--- config.mk ---
export PLATFORM = sky130hd
export DESIGN_NAME = stage_sequencer
export DESIGN_NICKNAME = d
export VERILOG_FILES = /design/src/rtl/stage_sequencer.sv
export SDC_FILE = /design/constraint.sdc
export NUM_CORES = 1
export LEC_CHECK = 0
export CAP_MARGIN = 20
export CORE_MARGIN = 2
export CORE_UTILIZATION = 40
export CTS_CLUSTER_DIAMETER = 120
export DETAILED_ROUTE_END_ITERATION = 10
export PLACE_DENSITY_LB_ADDON = 0.2
export SETUP_SLACK_MARGIN = 0.5
export SYNTH_ARGS = -nofsm -noshare
export SYNTH_HDL_FRONTEND = slang
export SYNTH_SLANG_ARGS = --single-unit
--- constraint.sdc ---
create_clock -name CLK -period 2.43 [get_ports CLK]
set_input_delay 0.3645 -clock CLK [delete_from_list [all_inputs] [get_ports CLK]]
set_output_delay 0.3645 -clock CLK [all_outputs]
set_load 0.02 [all_outputs]
--- src/rtl/stage_sequencer.sv ---
// Single-clock phase sequencer for the shrv32 core: one-cycle stage enables,
// shared memory port handshake, halt, retired-instruction count, timeout fault.
module stage_sequencer #(
    parameter int MEM_TIMEOUT = 255,
    parameter int INSTRET_W   = 32
) (
    input  logic                 CLK,
    input  logic                 RST,
    input  logic                 halt,
    input  logic                 rwmem,
    input  logic                 mem_ack,
    output logic                 mem_req,
    output logic                 mem_is_fetch,
    output logic                 en_FT,
    output logic                 en_DC,
    output logic                 en_EX,
    output logic                 en_MA,
    output logic                 en_WB,
    output logic [2:0]           stage,
    output logic                 halted,
    output logic                 timeout_err,
    output logic [INSTRET_W-1:0] instret
);

    typedef enum logic [2:0] {
        START     = 3'd0,
        FETCH     = 3'd1,
        DECODE    = 3'd2,
        EXEC      = 3'd3,
        MEMACC    = 3'd4,
        WRITEBACK = 3'd5,
        HALT      = 3'd6,
        FAULT     = 3'd7
    } state_t;

    localparam logic [7:0] LIMIT = 8'(MEM_TIMEOUT);

    state_t     state;
    state_t     state_nxt;
    logic [7:0] wait_cnt;
    logic [7:0] wait_nxt;

    always_ff @(posedge CLK or posedge RST) begin
        if (RST) begin
            state    <= START;
            wait_cnt <= 8'd0;
            instret  <= '0;
        end else begin
            state    <= state_nxt;
            wait_cnt <= wait_nxt;
            if (state == WRITEBACK)
                instret <= instret + INSTRET_W'(1);
        end
    end

    always_comb begin
        state_nxt    = state;
        mem_req      = 1'b0;
        mem_is_fetch = 1'b0;
        en_FT        = 1'b0;
        en_DC        = 1'b0;
        en_EX        = 1'b0;
        en_MA        = 1'b0;
        en_WB        = 1'b0;
        halted       = 1'b0;
        timeout_err  = 1'b0;
        unique case (state)
            START: state_nxt = FETCH;
            FETCH: begin
                mem_req      = 1'b1;
                mem_is_fetch = 1'b1;
                if (mem_ack) begin
                    en_FT     = 1'b1;
                    state_nxt = DECODE;
                end else if (wait_cnt == LIMIT) begin
                    state_nxt = FAULT;
                end
            end
            DECODE: begin
                en_DC     = 1'b1;
                state_nxt = EXEC;
            end
            EXEC: begin
                en_EX     = 1'b1;
                state_nxt = rwmem ? MEMACC : WRITEBACK;
            end
            MEMACC: begin
                mem_req = 1'b1;
                if (mem_ack) begin
                    en_MA     = 1'b1;
                    state_nxt = WRITEBACK;
                end else if (wait_cnt == LIMIT) begin
                    state_nxt = FAULT;
                end
            end
            WRITEBACK: begin
                en_WB     = 1'b1;
                state_nxt = halt ? HALT : FETCH;
            end
            HALT: begin
                halted = 1'b1;
                if (!halt)
                    state_nxt = FETCH;
            end
            FAULT: timeout_err = 1'b1;
        endcase
    end

    // Counter restarts on every state change; it only advances while a
    // memory request is still waiting for its ack.
    always_comb begin
        wait_nxt = wait_cnt;
        if (state_nxt != state)
            wait_nxt = 8'd0;
        else if (mem_req)
            wait_nxt = wait_cnt + 8'd1;
    end

    assign stage = state;

endmodule

Word level (Yosys, flattened, before mapping)
Index checks and enable logic that the tools add are counted.
Storage, ports and cells
  flip-flop bits (word level): 43
  latch bits: 0
  memory bits (writable): 0
  ROM bits: 0
  output and inout bits: 44
  logic and storage cells: 36
  memories: 0
Cells by class
  add/sub/neg operators: 2
  multipliers: 0
  div/mod/pow operators: 0
  magnitude comparators: 0
  eq/ne operators: 9
  shift operators: 0
  mux-type cells: 19
  bitwise gates (word level): 0
  reduce and logical (&&, ||, !) cells: 3
Operators with widths (number)
  $add 32x1->32 const B: 1
  $pmux 3 s7: 1
  $mux 8: 2
  $mux 3: 5
  $eq 3x3->1 const B: 4
  $mux 1: 11
  $add 8x1->8 const B: 1
  $eq 8x8->1 const B: 1
  $eq 3x2->1 const B: 2
  $eq 3x1->1 const B: 1
  $logic_not 3->1: 1
  $ne 3x3->1: 1
  $reduce_bool 2->1: 1
  $reduce_or 2->1: 1

Longest topological paths before layout
Gate-level depths: netlist of the first run.
  depth in word-level cells: 6
  gate-level depth with buffers: 7
  gate-level depth less buffers: 6

Worst setup path before layout of the first run
OpenSTA, ideal clock, no wires.
  path type: register to register
  start point: register state[1] (netlist: stage[1])
  end point: register instret[27]
  library setup time: 80 ps
  arrival time: 2111 ps
  path slack: 239 ps
  cell stages (with the launch flop): 7
  cells stage by stage: dfrtp_1 -> and3b_1 -> clkbuf_1 -> nand4_1 -> or3_4 -> nor3_2 -> xor2_1
On the way
  longest elaborated chain between the ends: 1
Ends and longest elaborated chain
  from (decl): RTL line 38  | state_t state;
  from (signal assigned): RTL line 49  | state <= state_nxt;
  $eq 3x3->1: RTL line 51  | if (state == WRITEBACK)
  to (signal assigned): RTL line 52  | instret <= instret + INSTRET_W'(1);
  to (decl): RTL line 22  | output logic [INSTRET_W-1:0] instret
Every way passes these cells.
A chain may end at the register's enable or synchronous reset.

Final worst setup path of the first run
  start point: register instret[5]
  end point: register instret[27]
On the way
  longest elaborated chain between the ends: 1
Ends and longest elaborated chain (RTL line)
  $add 32x1->32: 52
Every way passes these cells.

==> impl_metrics.ini, run 1 <==
[cts]
cts_hold_buffers = 0
insertion_delay_ps = 290
clkTransAtPathRegs_ps = 80
cts-buffers-inserted = 5
clock_sinks = 43
clock_path_buffers = 2
ctsRootBufferMaster = clkbuf_8
tritoncts_clock_tree = done
cts_htree_levels = 2

[global_routing]
track_usage_pct = 16.1
grt_antenna_before_repair = 0
first_pass_grt_wire_length_um = 7710
first_global_vias = 1643
globalRoute.totalOverflow = 0
grt_max_degree = 44

[yosys]
synth.top_cell.area_share_pct = 50.4
synth_top_flop_cell = dfrtp_1
yosys.area.top_type = dfrtp_1
largest_cells_by_area_after_synthesis = dfrtp_1 (50%), xnor2_1 (9.0%), xor2_1 (7.0%), nor2_1 (5.5%), nand2_1 (3.2%)
synth_cell_types = 37
synth_cells = 212
number_of_synthesis_warnings = 0
most_frequent_cell_after_synthesis = dfrtp_1
avgSynthCellArea_sq_um = 10.1
synth-seq-cells = 43
synthesis.nets = 219
ys_seq_area_share_pct = 50.4
ys_top_cells_by_count = dfrtp_1 (43), nor2_1 (31), xnor2_1 (22)
postSynth.asyncResetShare_pct = 100
number_of_enable_flip_flop_cells_after_synthesis = 0
syn_area_sq_mm = 0.00213

[routing]
post_drt_wl_per_cell_um = 12.8
detail_route.iter0.violations = 97
routed_wl_um = 4440
vias_per_cell = 5.00
route.detailed.drc = 0
num_vias = 1729
antenna_left = 0
firstDrtPassIters = 4

[timing]
period_needed_ps = 1850
final_hold_viol_count = 0
setup-tns-final_ps = 0
rsz_0062_raised_after_global_routing = false
final-max-slew-violation-count = 0
timing.final.crit_share_pct = 76.1
timing.slew.headroom_pct = 64.8
setup_viol_count_final = 0
tightest_slew_ps = 528
worst_clock_skew_ps = 7.37
max_frequency_mhz = 541

[critical_path]
worst-endpoint-arrival_ps = 2060
timing.critical_path.cells = nand4_4 -> or4_4 -> or3_4 -> nor3_2 -> xor2_1
endpoint_kind_of_the_worst_setup_timing_path = flop
crit_path_class = reg -> reg
cpLargestDelayFamily = simple AND/OR/NAND/NOR gates
critical-path-slowest-cell = or4_4
crit_path_buffers_inverters = 0
timing.critical_path.fanout_max = 5
worst_ep_required_time_ps = 2640
max_incr_delay_on_cp_ps = 530
setup.worst_path.start_class = flop

[power_and_ir_drop]
leakagePower_nw = 1.29
report.power.total_w = 0.00229
vdd_drop_max_uv = 657
power_density_mw_per_mm2 = 792

[cells_and_area]
final_layout_size_suffix_gt1_share_pct = 17.8
final.fill_count = 494
synthToLayoutAreaGrowth_pct = 35.5
layout.nets = 282
count_of_inserted_antenna_diode_cells = 0

[placement]
io_buffers = 48
weighted_congestion_at_the_end_of_routability_driven_global_placement = 0.787
dp.final_hpwl_um = 3090

[die]
dieHeight_um = 77.1
design.die.area_sq_mm = 0.00594
design.core.area_sq_mm = 0.00514
rows = 26
die-width_um = 77.1
starting_density_of_the_core_pct = 41.5
boundaryPins = 49

[hold_path]
min_path_type = reg -> reg

[flow_run]
cap_violations = 0

[run_status]
status = complete, no violations
-- logic make-up after synthesis --
kind of cell	count (synthesis)	synth area share [%]
adders and majority gates	2	1.17
DFF	43	50.4
xor gates and xnor gates	39	16.0
buffers and inverters	14	2.81
and+or+nand+nor	96	23.9
AOI/OAI and AO/OA	16	4.69
muxes	2	0.996
-- flip-flops by register name (all words and copies together), names as in the netlist --
signal and cells:
instret 32, wait_cnt 8, stage 3
-- where the power goes --
part / leakage, nW / switching [W] / internal (W)
clock network: 0.0395 / 0.000224 / 0.000204
logic: 0.686 / 0.000556 / 0.000403
registers: 0.566 / 0.000106 / 0.000797
total: 1.29 / 0.000886 / 0.00140
-- worst register-to-register path, stage by stage, from the launching register on --
cell and delay (ps):
dfrtp_2 400, nand4_4 110, or4_4 530, or3_4 390
nor3_2 180, xor2_1 150
-- layout make-up --
cell class              count  area [sq um]  area share (%)
flip-flops and latches     43          1090            37.7
well taps                  70          87.6            3.03
clock buffers               8          80.1            2.77
inverters                   9          33.8            1.17
multi-input cells         155          1040            35.9
repair buffers             61           562            19.4
-- repair_timing --
| item | 4_1_cts | 5_1_grt |
|---|---|---|
| resized for setup | 16 | 15 |
| pin swaps | 1 | 1 |
| setup buffers | 5 | 3 |
| setup endpoints to repair | 24 | 23 |
-- stage by stage --
step	area, sq um	std cells	hold slack (ps)	utilization (%)	setup slack (ps)
after floorplan	2170	212	505	-	476
after global placement	2750	330	461	53.5	300
after detailed placement	2750	330	471	53.5	297
after CTS	2860	343	482	55.7	433
after global routing	2890	346	522	56.3	506
final	2890	346	479	56.3	581
-- cells in the final DEF (no fill, tap or decap), types with 2 or more instances in the layout --
cell	n
nor2_1	29
o21ai_0	4
dlymetal6s2s_1	2
clkbuf_8	5
clkbuf_1	3
nor3_1	7
clkdlybuf4s50_1	36
nand4_1	9
nor2_2	2
nand2_1	18
clkdlybuf4s15_1	2
nand4_4	2
buf_4	13
xor2_1	17
a31oi_1	4
dfrtp_1	31
or3_4	2
ha_1	2
xnor2_1	22
and3_1	5
nor3_4	2
inv_1	7
clkbuf_2	3
nand3_1	8
nand2b_1	2
dfrtp_2	12
and4_1	2
dlygate4sd2_1	5
inv_2	2
-- worst paths after layout --
check / start / end / slack, ps / cells after the start
worst max-delay path: instret[5] / instret[27] / 580 / 5
worst min-delay path: instret[31] / instret[31] / 480 / 1
worst max register to register: instret[5] / instret[27] / 580 / 5
worst min register to register: instret[31] / instret[31] / 480 / 1
max in group asynchronous: RST / instret[13] / 1530 / 3
min in group asynchronous: RST / instret[15] / 500 / 3
-- per-layer routing --
layer / global-route usage, % / wire length (um) / up-vias / part of all wire, %
li1: - / - / 847 / -
met1: 20.5 / 1960 / 822 / 44
met2: 25.9 / 2170 / 52 / 49
met3: 4.12 / 232 / 8 / 5.2
met4: 6.96 / 83 / 0 / 1.9
met5: 0 / 0 / - / 0
Note: power is estimated with default switching activity, not from simulation.
==> run 2: changes to the inputs <==
- clock period: 2.43 -> 1.6 ns (I/O delays scaled with it)
==> impl_metrics.ini, run 2 (synthesis results as in run 1) <==
[cells_and_area]
synthToLayoutAreaGrowth_pct = 107
layout_common_cells = buf_6 (100), buf_4 (59), dfrtp_1 (29)
count_of_inserted_antenna_diode_cells = 0
post-route-util_pct = 86.0
registers.top_by_ff_count = instret
mostFrequentLayoutCell = buf_6
final_layout_size_suffix_gt1_share_pct = 68.6
layout.nets = 388
largest_reg_flops = 32

[routing]
detail_route.iter0.violations = 80
num_vias = 2306
firstDrtPassIters = 6
routed_wl_um = 7660
post_drt_wl_per_cell_um = 16.9
route.detailed.drc = 0
antenna_left = 0
vias_per_cell = 5.10

[power_and_ir_drop]
report.power.total_w = 0.00576
power_density_mw_per_mm2 = 1300
leakagePower_nw = 2.12
vdd_drop_max_uv = 1440

[timing]
setup_slack_ps = -213
period_needed_ps = 1810
max_frequency_mhz = 551
rsz_0062_raised_after_global_routing = true
final_hold_viol_count = 0
worst_clock_skew_ps = 6.81
final-max-slew-violation-count = 0
timing.slew.headroom_pct = 75.4
timing.final.crit_share_pct = 113
tightest_slew_ps = 369
setup_viol_count_final = 38
timing.hold.ws_ps = 265

[cts]
tritoncts_clock_tree = done
ctsRootBufferMaster = clkbuf_8
cts-buffers-inserted = 5
clock_sinks = 43
cts_htree_levels = 2
cts_hold_buffers = 0
insertion_delay_ps = 300
clock_path_buffers = 2
clkTransAtPathRegs_ps = 80

[critical_path]
timing.critical_path.cells = nand4_4 -> or4_4 -> or3_4 -> nor2_1 -> xor2_1
max_incr_delay_on_cp_ps = 520
setup.worst_path.start_class = flop
worst-endpoint-arrival_ps = 2030
endpoint_kind_of_the_worst_setup_timing_path = flop
cpLargestDelayFamily = simple AND/OR/NAND/NOR gates
timing.critical_path.fanout_max = 5
critical-path-slowest-cell = or4_4
crit_path_buffers_inverters = 0
worst_ep_required_time_ps = 1820
crit_path_class = reg -> reg

[die]
rows = 26
die-width_um = 77.1
boundaryPins = 49
design.die.area_sq_mm = 0.00594
starting_density_of_the_core_pct = 41.5
dieHeight_um = 77.1
design.core.area_sq_mm = 0.00514

[global_routing]
first_pass_grt_wire_length_um = 10700
track_usage_pct = 22.5
first_global_vias = 2222
grt_max_degree = 30
globalRoute.totalOverflow = 0
grt_antenna_before_repair = 0

[run_status]
failing_checks = negative setup slack
status = finished, violations left

[placement]
io_buffers = 48
dp.final_hpwl_um = 3730
detailedPlace.worstSlack_ps = -261
weighted_congestion_at_the_end_of_routability_driven_global_placement = 0.842

[flow_run]
cap_violations = 0

[hold_path]
min_path_type = in -> async
[run 2: cell count changes in the layout (fill, tap and decap cells not counted), moves of 4 or more]
cell	change
clkdlybuf4s50_1	-32
xnor2_1	-9
nor2_1	-18
nand2_2	+6
xnor2_2	+9
buf_6	+100
nor2_2	+8
buf_4	+46
nor3_1	-7
nand3_1	-4
nor3_4	+5
nand2_1	-8
dlygate4sd2_1	-5
nor2_4	+10
[run 2: per-layer routing]
layer  GRT usage, %  part of all wire [%]  vias to the layer above
met1           26.9                    38                     1148
met4           6.07                   3.2                        0
li1               -                     -                     1067
met3           3.76                   2.7                       24
met5              0                     0                        -
met2           41.5                    56                       67
[run 2: report_power, final]
part / leakage, nW / switching [W] / internal [W]
logic: 1.50 / 0.00166 / 0.00198
clock network: 0.0505 / 0.000382 / 0.000393
registers: 0.563 / 0.000133 / 0.00121
[run 2: metrics by stage]
stage          instance area (sq um)  instances  TNS [ps]
2_1_floorplan                   2300        212     -3660
3_3_place_gp                    3210        377     -3560
3_5_place_dp                    3210        377     -4470
4_1_cts                         3980        423     -2080
5_1_grt                         4420        452     -5980
6_report                        4420        452     -3920
[run 2: cell type report]
type                       instances  area (sq um)
sequential                        43          1090
clock buffer                       7          96.3
timing repair buffer             167          1670
clock inverter                     1          7.51
tap                               70          87.6
fill                             268           719
multi-input combinational        155          1420
inverter                           9          43.8
[run 2: worst register-to-register path: cells and delay by family (launching register included)]
| kind | cells | cell delay [ps] |
|---|---|---|
| DFF | 1 | 400 |
| and+or+nand+nor | 4 | 1180 |
| xor gates and xnor gates | 1 | 170 |
[run 2: final timing paths]
path	startpoint	endpoint	slack, ps	cells after the start
max in group asynchronous	RST	instret[20]	870	3
min in group CLK	instret[29]	instret[29]	520	1
max	instret[5]	instret[25]	-210	5
min reg2reg	instret[29]	instret[29]	520	1
max reg2reg	instret[5]	instret[25]	-210	5
min	RST	instret[12]	260	2
[run 2: timing repair]
action / 4_1_cts / 5_1_grt
pin swaps: 37 / 32
setup buffers: 38 / 29
setup endpoints to repair: 87 / 87
gates resized for setup: 344 / 52
